<file path="src/rtl/alb_mss_fab_pkg.sv">
// alb_mss_fab_pkg: shared AHB-Lite encodings, default-slave FSM states and clog2 helper
package alb_mss_fab_pkg;
  localparam logic [1:0] HTRANS_IDLE = 2'b00;
  localparam logic [1:0] HTRANS_BUSY = 2'b01;
  localparam logic [1:0] HTRANS_NSEQ = 2'b10;
  localparam logic [1:0] HTRANS_SEQ  = 2'b11;
  localparam logic HRESP_OKAY  = 1'b0;
  localparam logic HRESP_ERROR = 1'b1;
  typedef enum logic [1:0] {D_IDLE, D_ERR1, D_ERR2} dflt_st_e;
  function automatic int clog2(input int n);
    int r = 0;
    for (int v = n - 1; v > 0; v = v >> 1) r++;
    return r;
  endfunction
endpackage

</file>
<file path="src/rtl/alb_mss_fab_ahbl_dflt_slv.sv">
// alb_mss_fab_ahbl_dflt_slv: default slave issuing two-cycle ERROR on unmapped accesses, with error log
// clk, rst_a (async high), bus_clk_en : clocking; all state moves only when bus_clk_en=1
// accept : muxed m_hready (address phase accepted); miss : region not decoded to a slave
// htrans, addr : address-phase HTRANS and {region,addr}
// err_clr : clear of the log; hready/hresp : default-slave response
// err_cnt : saturating error count; err_addr : {region,addr} of last unmapped NSEQ/SEQ
module alb_mss_fab_ahbl_dflt_slv
  import alb_mss_fab_pkg::*;
#(
  parameter int AW        = 36,
  parameter int ERR_CNT_W = 8
) (
  input  logic                 clk,
  input  logic                 rst_a,
  input  logic                 bus_clk_en,
  input  logic                 accept,
  input  logic                 miss,
  input  logic [1:0]           htrans,
  input  logic [AW-1:0]        addr,
  input  logic                 err_clr,
  output logic                 hready,
  output logic                 hresp,
  output logic [ERR_CNT_W-1:0] err_cnt,
  output logic [AW-1:0]        err_addr
);
  dflt_st_e st, st_nx;
  logic start;
  assign start = accept && miss && !(htrans inside {HTRANS_IDLE, HTRANS_BUSY});
  always_ff @(posedge clk or posedge rst_a)
    if (rst_a) st <= D_IDLE;
    else if (bus_clk_en) st <= st_nx;
  always_comb begin
    st_nx  = (st == D_ERR1) ? D_ERR2 : (start ? D_ERR1 : D_IDLE);
    hready = (st != D_ERR1);
    hresp  = (st == D_IDLE) ? HRESP_OKAY : HRESP_ERROR;
  end
  // clear takes priority over a coincident increment
  always_ff @(posedge clk or posedge rst_a)
    if (rst_a) begin
      err_cnt  <= '0;
      err_addr <= '0;
    end else if (bus_clk_en) begin
      if (err_clr) begin
        err_cnt  <= '0;
        err_addr <= '0;
      end else if (start) begin
        err_cnt  <= (&err_cnt) ? err_cnt : err_cnt + 1'b1;
        err_addr <= addr;
      end
    end
endmodule

</file>
<file path="src/rtl/alb_mss_fab_ahbl_rgon_mux.sv">
// alb_mss_fab_ahbl_rgon_mux: AHB-Lite region decoder and response mux with built-in default slave
// m_* : master side (address/control/wdata in, hrdata/hresp/hready out)
// s_* : slave side (one-hot hsel and broadcast copies out, per-slave hrdata/hresp/hreadyout in)
// err_cnt/err_addr/err_clr : unmapped-access log and its synchronous clear
module alb_mss_fab_ahbl_rgon_mux
  import alb_mss_fab_pkg::*;
#(
  parameter int             ADDR_W    = 32,
  parameter int             DATA_W    = 64,
  parameter int             RGON_W    = 4,
  parameter int             L_W       = 4,
  parameter logic [L_W-1:0] RGON_EN   = {L_W{1'b1}},
  parameter int             ERR_CNT_W = 8
) (
  input  logic                     clk,
  input  logic                     rst_a,
  input  logic                     bus_clk_en,
  input  logic [1:0]               m_htrans,
  input  logic                     m_hwrite,
  input  logic [ADDR_W-1:0]        m_haddr,
  input  logic [RGON_W-1:0]        m_hregion,
  input  logic [2:0]               m_hsize,
  input  logic [2:0]               m_hburst,
  input  logic [DATA_W-1:0]        m_hwdata,
  output logic [DATA_W-1:0]        m_hrdata,
  output logic                     m_hresp,
  output logic                     m_hready,
  output logic [L_W-1:0]           s_hsel,
  output logic [1:0]               s_htrans,
  output logic                     s_hwrite,
  output logic [ADDR_W-1:0]        s_haddr,
  output logic [2:0]               s_hsize,
  output logic [2:0]               s_hburst,
  output logic [DATA_W-1:0]        s_hwdata,
  output logic                     s_hready,
  input  logic [L_W*DATA_W-1:0]    s_hrdata,
  input  logic [L_W-1:0]           s_hresp,
  input  logic [L_W-1:0]           s_hready_resp,
  output logic [ERR_CNT_W-1:0]     err_cnt,
  output logic [RGON_W+ADDR_W-1:0] err_addr,
  input  logic                     err_clr
);
  localparam int IDX_W = (clog2(L_W) > 0) ? clog2(L_W) : 1;
  logic [IDX_W-1:0]  idx;
  logic              dflt, hit, d_hready, d_hresp, sl_hresp, sl_hready;
  logic [DATA_W-1:0] sl_hrdata;
  // disabled or out-of-range regions never assert a select, so hit is the OR of the selects
  always_comb begin
    s_hsel = '0;
    for (int i = 0; i < L_W; i++) s_hsel[i] = RGON_EN[i] && (m_hregion == RGON_W'(i));
  end
  assign hit      = |s_hsel;
  assign s_htrans = m_htrans;
  assign s_hwrite = m_hwrite;
  assign s_haddr  = m_haddr;
  assign s_hsize  = m_hsize;
  assign s_hburst = m_hburst;
  assign s_hwdata = m_hwdata;
  assign s_hready = m_hready;
  always_ff @(posedge clk or posedge rst_a)
    if (rst_a) begin
      idx  <= '0;
      dflt <= 1'b1;
    end else if (bus_clk_en && m_hready) begin
      idx  <= m_hregion[IDX_W-1:0];
      dflt <= !hit;
    end
  always_comb begin
    sl_hrdata = '0;
    sl_hresp  = HRESP_OKAY;
    sl_hready = 1'b1;
    for (int i = 0; i < L_W; i++)
      if (idx == IDX_W'(i)) begin
        sl_hrdata = s_hrdata[i*DATA_W +: DATA_W];
        sl_hresp  = s_hresp[i];
        sl_hready = s_hready_resp[i];
      end
    m_hrdata = dflt ? '0 : sl_hrdata;
    m_hresp  = dflt ? d_hresp : sl_hresp;
    m_hready = dflt ? d_hready : sl_hready;
  end
  alb_mss_fab_ahbl_dflt_slv #(.AW(RGON_W + ADDR_W), .ERR_CNT_W(ERR_CNT_W)) u_dflt (
    .clk       (clk),
    .rst_a     (rst_a),
    .bus_clk_en(bus_clk_en),
    .accept    (m_hready),
    .miss      (!hit),
    .htrans    (m_htrans),
    .addr      ({m_hregion, m_haddr}),
    .err_clr   (err_clr),
    .hready    (d_hready),
    .hresp     (d_hresp),
    .err_cnt   (err_cnt),
    .err_addr  (err_addr)
  );
endmodule

</file>
<file path="config.mk">
export PLATFORM = sky130hd
export DESIGN_NAME = alb_mss_fab_ahbl_rgon_mux
export DESIGN_NICKNAME = d
export VERILOG_FILES = /design/src/rtl/alb_mss_fab_pkg.sv /design/src/rtl/alb_mss_fab_ahbl_dflt_slv.sv /design/src/rtl/alb_mss_fab_ahbl_rgon_mux.sv
export SDC_FILE = /design/constraint.sdc
export NUM_CORES = 1
export LEC_CHECK = 0
export ABC_AREA = 1
export BUFFER_PORTS_ARGS = -buffer_cell sky130_fd_sc_hd__buf_2
export CORE_AREA = 2 2 231 233
export CTS_CLUSTER_DIAMETER = 200
export DETAILED_ROUTE_END_ITERATION = 12
export DIE_AREA = 0 0 233 235
export GPL_ROUTABILITY_DRIVEN = 0
export GPL_TIMING_DRIVEN = 0
export PLACE_DENSITY = 0.34
export SYNTH_ARGS = -nofsm -noshare
export SYNTH_HDL_FRONTEND = slang
export SYNTH_SLANG_ARGS = --single-unit
</file>
<file path="constraint.sdc">
create_clock -name clk -period 5.6 [get_ports clk]
set_clock_uncertainty 0.2 [all_clocks]
set_input_delay 0.28 -clock clk [delete_from_list [all_inputs] [get_ports clk]]
set_output_delay 0.28 -clock clk [all_outputs]
set_load 0.005 [all_outputs]
</file>
==> results by group, run 1 <==
Status
  – Status: completed

Floorplanning
  – Core Region: 52200 sq um
  – Row count: 84
  – Die X: 233 um
  – Die Area: 54800 sq um
  – Die Y-Extent: between 200 and 250 um
  – Initial core utilization: 9.67%
  – IO Pins: 597

Clock network
  – Worst skew pair latency: 0.29 ns
  – Num CTS Buffers: 5
  – # clock sinks: 49
  – Reg clk slew, reported paths: 0.08 ns
  – Clk buf depth: 2
  – CTS Root Cell: clkbuf_16
  – H-tree depth: 2
  – Post-CTS sizing: 0
  – CTS tree: built

Worst setup path
  – CP Class: flop to output pin
  – FF-to-FF path depth: 11
  – R2R Setup Slk: 2.99 ns
  – Critical Path Stages: 6
  – Crit path to: m_hresp
  – Startpoint types: flop
  – Arr. time, crit path: 3.06 ns
  – Req. time, crit path: 5.12 ns
  – Delay of the slowest critical-path stage: 0.65 ns
  – CP max FO: 10
  – Worst R2R Start: idx[1]
  – Worst Path Buf+Inv: 4
  – Reg2reg end: u_dflt.err_addr[32]
  – Slowest stage cell, crit path: clkbuf_1
  – Most common cell on crit path: clkbuf_1
  – CP top delay family: buffers and inverters
  – Crit. End Element: output pin
  – Setup crit start: dflt
  – CP cell instances: clkbuf_1, inv_1, clkbuf_1, nor3_1, a31oi_1, buf_2

Detailed routing
  – Avg Vias per Cell: between 3 and 4
  – Antenna-violating nets left: 0
  – DRT Wirelength: 34.5 mm
  – Starting DRT DRC Count: 244
  – Via count: 7315
  – First drt pass iteration count: 4
  – # DRC: 0
  – Average routed wire per standard cell: 17.2 um

STA
  – Setup violators final: 0
  – RSZ-0062 raised after global routing: false
  – Final Max Tran Viols: 0
  – Fmax: about 280 MHz
  – Actual slew at the worst max-slew pin: just under 0.9 ns
  – Final worst-path cycle share: a little over three fifths
  – Min Hold Slack: 0.0401 ns
  – Fin crit period: 3.54 ns
  – Setup_tns: 0 ns
  – Fin. Hold Viols: 0
  – Relative slew slack: 42.0%
  – Final setup margin: 2.06 ns

Cells and area
  – Core Util, Final: 16.7%
  – Non-Filler Instances: 2013
  – Layout Nets: 1699
  – Layout cells sized above 1: 50.0%
  – Design area: 8740 sq um
  – Area growth, synth to finish: 73.0%

Synth
  – Net Count, Synth: 1166
  – Synth warn: 0
  – Netlist Area Pre-Place: about 5100 sq um
  – Post-synthesis compound-gate area fraction: 22.0%
  – Mux contribution to synthesized area: 0%
  – Distinct cells, synth: 31
  – Sequential-to-total area share from yosys stat: approximately a quarter
  – Cell count after synthesis: 788
  – Simple-gate portion of the synthesized area: 28.5%
  – Largest family of logic cells by synthesized area: simple AND/OR/NAND/NOR gates
  – FF+latch count, synth: 49
  – Syn_area_per_cell: 6.41 sq um
  – Post-Synth Adder-Cell Area: less than 1%
  – Post-Synth XOR/XNOR Area: less than 1%

Global routing
  – First-pass GRT wire length: about 48 mm
  – Global router's overall resource usage: 11.7%
  – Gr ovfl total: 0
  – Largest net degree at the start of global routing: 27
  – Number of global-route vias before repair: approximately 7.3k
  – Initial antenna violation count: 5

Power and ir drop
  – Total power: 3.17 mW
  – Leakage: roughly 4.7 nW
  – PD cells: 363 nW/um^2
  – Peak supply drop: 0.147 mV

Placed design
  – Place WS: 2.12 ns
  – Number of port buffers: approximately 520
  – Dpl hpwl: 29.0 mm
  – Placed Area: 8560 sq um
  – Post-placement cell count: 2001

Hold path
  – Worst Hold Class: input port to flop

Flow run
  – Maxcap violations: 0
## tightest hold or removal path, cell delays in order
cell,delay [ns]
buf_2,0.10
nand2_1,0.06
o21ai_1,0.06
## sequential cells by signal, summed over array words and instances, names as in the netlist
| name | cells |
|---|---|
| u_dflt.err_addr | 36 |
| u_dflt.err_cnt | 8 |
| idx | 2 |
| u_dflt.st | 2 |
| dflt | 1 |
## cells in the mapped netlist
library cell / number / area [sq um]
or2_2: 1 / 6.26
o21ai_1: 35 / 175
a21oi_1: 31 / 155
nor2_2: 1 / 6.26
dfstp_2: 1 / 26.3
nand3_1: 73 / 365
xnor2_1: 1 / 8.76
buf_6: 4 / 45.0
o221ai_1: 26 / 228
ha_1: 1 / 12.5
clkbuf_1: 43 / 161
nor2_1: 76 / 285
nand3_2: 1 / 10.0
buf_2: 1 / 5.00
nand2_4: 3 / 33.8
o21ai_2: 1 / 8.76
inv_2: 2 / 7.51
o21a_1: 5 / 37.5
inv_1: 49 / 184
buf_1: 2 / 7.51
a31oi_1: 1 / 6.26
dfrtp_1: 48 / 1200
o211ai_1: 34 / 255
nor3_1: 5 / 25.0
o21ai_0: 43 / 215
nand4_1: 8 / 50.1
nand2_1: 172 / 646
clkinv_1: 2 / 7.51
buf_4: 111 / 833
nand2_2: 2 / 12.5
o22ai_1: 5 / 31.3
## worst min path at each step
stage                     cells after the start  slack [ns]                   to                 from
after floorplan                               2        0.22  u_dflt.err_addr[10]          m_haddr[10]
after CTS                                     3        0.03  u_dflt.err_addr[11]          m_haddr[11]
after global routing                          3        0.04  u_dflt.err_addr[20]          m_haddr[20]
after detailed placement                      2        0.21  u_dflt.err_addr[10]                rst_a
final                                         3        0.04  u_dflt.err_addr[11]          m_haddr[11]
after global placement                        2        0.27  u_dflt.err_addr[28]  u_dflt.err_addr[28]
## placed cells by master (no fill, tap or decap), types with 2 or more instances in the layout
| cell type | Yosys | layout |
|---|---|---|
| o211ai_1 | 34 | 34 |
| o21ai_0 | 43 | 43 |
| buf_1 | 2 | 2 |
| buf_4 | 111 | 111 |
| nor3_1 | 5 | 5 |
| nand2_1 | 172 | 172 |
| nor2_1 | 76 | 76 |
| a21oi_1 | 31 | 31 |
| buf_6 | 4 | 4 |
| nand2_4 | 3 | 3 |
| o22ai_1 | 5 | 5 |
| inv_2 | 2 | 3 |
| o21ai_1 | 35 | 35 |
| clkinv_1 | 2 | 2 |
| nand2_2 | 2 | 2 |
| clkbuf_16 | 0 | 5 |
| diode_2 | 0 | 3 |
| o21a_1 | 5 | 5 |
| dfrtp_1 | 48 | 48 |
| nand4_1 | 8 | 8 |
| inv_1 | 49 | 48 |
| o221ai_1 | 26 | 26 |
| buf_2 | 1 | 525 |
| nand3_1 | 73 | 73 |
| clkbuf_1 | 43 | 44 |
## area by class of cell
class / instances / area (sq um)
fillers: 6154 / 43500
multi-input cells: 525 / 2570
diodes: 3 / 7.51
repair buffers: 526 / 2650
flip-flops and latches: 49 / 1230
inverters: 53 / 199
clock buffers: 6 / 129
clock inverters: 2 / 38.8
well taps: 688 / 861
plain buffers: 161 / 1050
## kinds of logic after synthesis
group | count (synthesis)
fa+ha+maj | 1
simple gates | 342
xor+xnor | 1
compound gates | 181
buf+inv | 214
flops | 49
## routing by layer
metal	share of wire, %	global-route usage (%)	vias up
met1	40	13.9	3331
met2	51	21.6	338
met3	8.1	2.37	23
met4	1.5	2.32	4
met5	0.061	0	-
li1	-	-	3619
## report_power, final
part | internal, mW | switching [mW]
Clock | 0.213 | 0.150
Sequential | 0.426 | 0.0458
Combinational | 0.892 | 1.44
## timing repair
action | in CTS | in global routing
endpoints found under the hold margin | 25 | 0
setup buffers | 0 | 0
hold buffers | 1 | 0
No activity file was read; power rests on OpenSTA's default activity.
==> run 2: changes to the inputs <==
PLACE_DENSITY = 0.35   (was 0.34)
clock period = 3.05 ns   (was 5.6 ns; I/O delays follow)
==> run 2 against run 1 <==
Combinational power rose by 87%. Design area up 4.0%. Count of clock-buffer cells in the layout is the same. First-iteration DRC count rose by 23%. Wire length up 8.4%. Final cell count rose by 1.7%. Highest routed layer unchanged.
==> results by group, run 2 (synthesis results as in run 1) <==
Worst setup path
  – Delay of the slowest critical-path stage: 0.44 ns (-0.21 ns)
  – CP max FO: 10 (unchanged)
  – Worst Path Buf+Inv: 5 (+1)
  – Req. time, crit path: 2.70 ns (-2.42 ns)
  – CP cell instances: inv_1, clkbuf_4, buf_1, nand3_1, nand3_1, o211ai_1, inv_1, buf_2
  – CP top delay family: buffers and inverters
  – Startpoint types: flop
  – Slowest stage cell, crit path: buf_1
  – CP Class: flop to output pin
  – Arr. time, crit path: 2.47 ns (-0.59 ns)
  – Crit. End Element: output pin

Power and ir drop
  – Total power: 5.88 mW (+86%)
  – Psw: 3.10 mW (+89%)
  – Clock network fraction of total power: 10.5% (-0.9 points)
  – PD cells: 647 nW/um^2 (+79%)
  – Combinational group share of total power: 74.1% (+0.4 points)
  – Peak supply drop: 0.254 mV (+73%)
  – Sw frac: 52.6% (+0.93 points)
  – Leakage: 4.89 nW (+3.2%)
  – Int Pwr: 2.79 mW (+82%)
  – Seq pwr share: 15.4% (+0.5 points)

Floorplanning
  – Core Region: 52200 sq um (unchanged)
  – Die Area: 54800 sq um (unchanged)
  – Initial core utilization: 9.67% (unchanged)
  – Row count: 84 (unchanged)
  – Die X: 233 um (unchanged)
  – IO Pins: 597 (unchanged)
  – Die Y-Extent: 235 um (unchanged)

Clock network
  – H-tree depth: 2 (unchanged)
  – # clock sinks: 49 (unchanged)
  – Worst skew pair latency: 0.29 ns (about the same)
  – Clk buf depth: 2 (unchanged)
  – Num CTS Buffers: 5 (unchanged)
  – CTS tree: built
  – CTS Root Cell: clkbuf_16
  – Reg clk slew, reported paths: 0.07 ns (about the same)

Cells and area
  – Core Util, Final: 17.4% (+0.67 points)
  – Most frequent cells in the layout: buf_2, nand2_1, buf_4
  – Max FFs per register: 36 (unchanged)
  – Most common cell after layout, fill and taps aside: buf_2
  – Area growth, synth to finish: 80.0%
  – Fill cells: 6049 (-1.7%)
  – Top reg by flops: u_dflt.err_addr
  – Layout cells sized above 1: 48.9% (-1.1 points)
  – Design area: 9090 sq um (+4.0%)
  – Largest regs: u_dflt.err_addr x36, u_dflt.err_cnt x8
  – Layout Nets: 1734 (+2.1%)

STA
  – Relative slew slack: 38.5% (-3.6 points)
  – Setup_tns: 0 ns (unchanged)
  – Fin crit period: around 2.8 ns
  – Fmax: 354 MHz
  – Fin. Hold Viols: 0 (unchanged)
  – Setup violators final: 0 (unchanged)
  – Final worst-path cycle share: 92.5%
  – RSZ-0062 raised after global routing: false
  – Final Max Tran Viols: 0 (unchanged)
  – Final setup margin: 0.229 ns (-1.83 ns)
  – Actual slew at the worst max-slew pin: 0.923 ns (+0.0547 ns)

Detailed routing
  – Avg Vias per Cell: 3.71 (+2.1%)
  – Antenna-violating nets left: 0 (unchanged)
  – # DRC: 0 (unchanged)
  – Via count: 7596 (+3.8%)
  – First drt pass iteration count: 5 (+1)
  – Average routed wire per standard cell: 18.3 um (+6.6%)
  – Starting DRT DRC Count: 301 (+23%)
  – DRT Wirelength: 37.4 mm (+8.4%)

Placed design
  – Dpl hpwl: 30.9 mm (+6.3%)
  – Number of port buffers: 524 (unchanged)
  – Place WS: -0.140 ns (-2.26 ns)
  – Placed Area: 8560 sq um (unchanged)

Global routing
  – Initial antenna violation count: 15 (+10)
  – First-pass GRT wire length: 51.6 mm (+6.8%)
  – Number of global-route vias before repair: 7548 (+4.0%)
  – Largest net degree at the start of global routing: 28 (+3.7%)
  – Global router's overall resource usage: 12.7% (+0.99 points)
  – Gr ovfl total: 0 (unchanged)

Flow run
  – Maxcap violations: 0 (unchanged)

Hold path
  – Worst Hold Class: input port to flop

Status
  – Status: completed
run 2: power by group through the flow:
stage               Combinational, mW  Sequential [mW]  Clock, mW
CTS                              4.48            0.913      0.648
floorplan                        2.26            0.876          0
finish                           4.36            0.906      0.617
global placement                 4.48            0.874          0
detailed placement               4.47            0.878          0
global route                     4.92            0.934      0.673
run 2: worst register-to-register path: cells and delay by family (launching register included):
family / cells / cell delay, ns
flops: 1 / 0.42
buf+inv: 1 / 0.22
simple gates: 9 / 1.27
compound gates: 1 / 0.06
run 2: final timing paths:
check                                    start             endpoint  slack, ns  cells past startpoint
max                                     idx[1]         m_hrdata[32]       0.23                      8
min                                    err_clr    u_dflt.err_cnt[1]       0.01                      4
max reg2reg                             idx[1]  u_dflt.err_addr[24]       0.78                     11
min reg2reg                u_dflt.err_addr[25]  u_dflt.err_addr[25]       0.29                      2
max in group asynchronous                rst_a                 dflt       1.76                      4
min in group asynchronous                rst_a  u_dflt.err_addr[16]       0.25                      3
run 2: layout make-up:
type                    instances  area [sq um]  area share, %
diodes                          2          5.00         0.0550
plain buffers                 160          1050           11.6
clock inverters                 2          17.5          0.193
multi-input cells             525          2580           28.4
well taps                     688           861           9.47
inverters                      53           199           2.19
repair buffers                562          3010           33.1
flip-flops and latches         49          1230           13.5
clock buffers                   6           139           1.53
run 2: metrics by stage:
step / instances / hold WS [ns]
2_1_floorplan: 788 / 0.0970
3_3_place_gp: 2000 / 0.221
3_5_place_dp: 2001 / 0.0472
4_1_cts: 2045 / 0.00460
5_1_grt: 2047 / 0.0322
6_report: 2047 / 0.0147
run 2: per-layer routing:
metal	global-route usage (%)	vias to the layer above	wire length [um]
li1	-	3683	-
met1	14.7	3474	14800
met2	22.9	371	18400
met3	3.14	56	3060
met4	3.65	12	1140
met5	0	-	75
run 2: timing repair:
action                                  in CTS  in global routing
hold buffers                                37                  0
resized for setup                            2                  1
buffers inserted                             0                  0
endpoints found under the hold margin       58                  0
endpoints found under the setup margin      16                  2
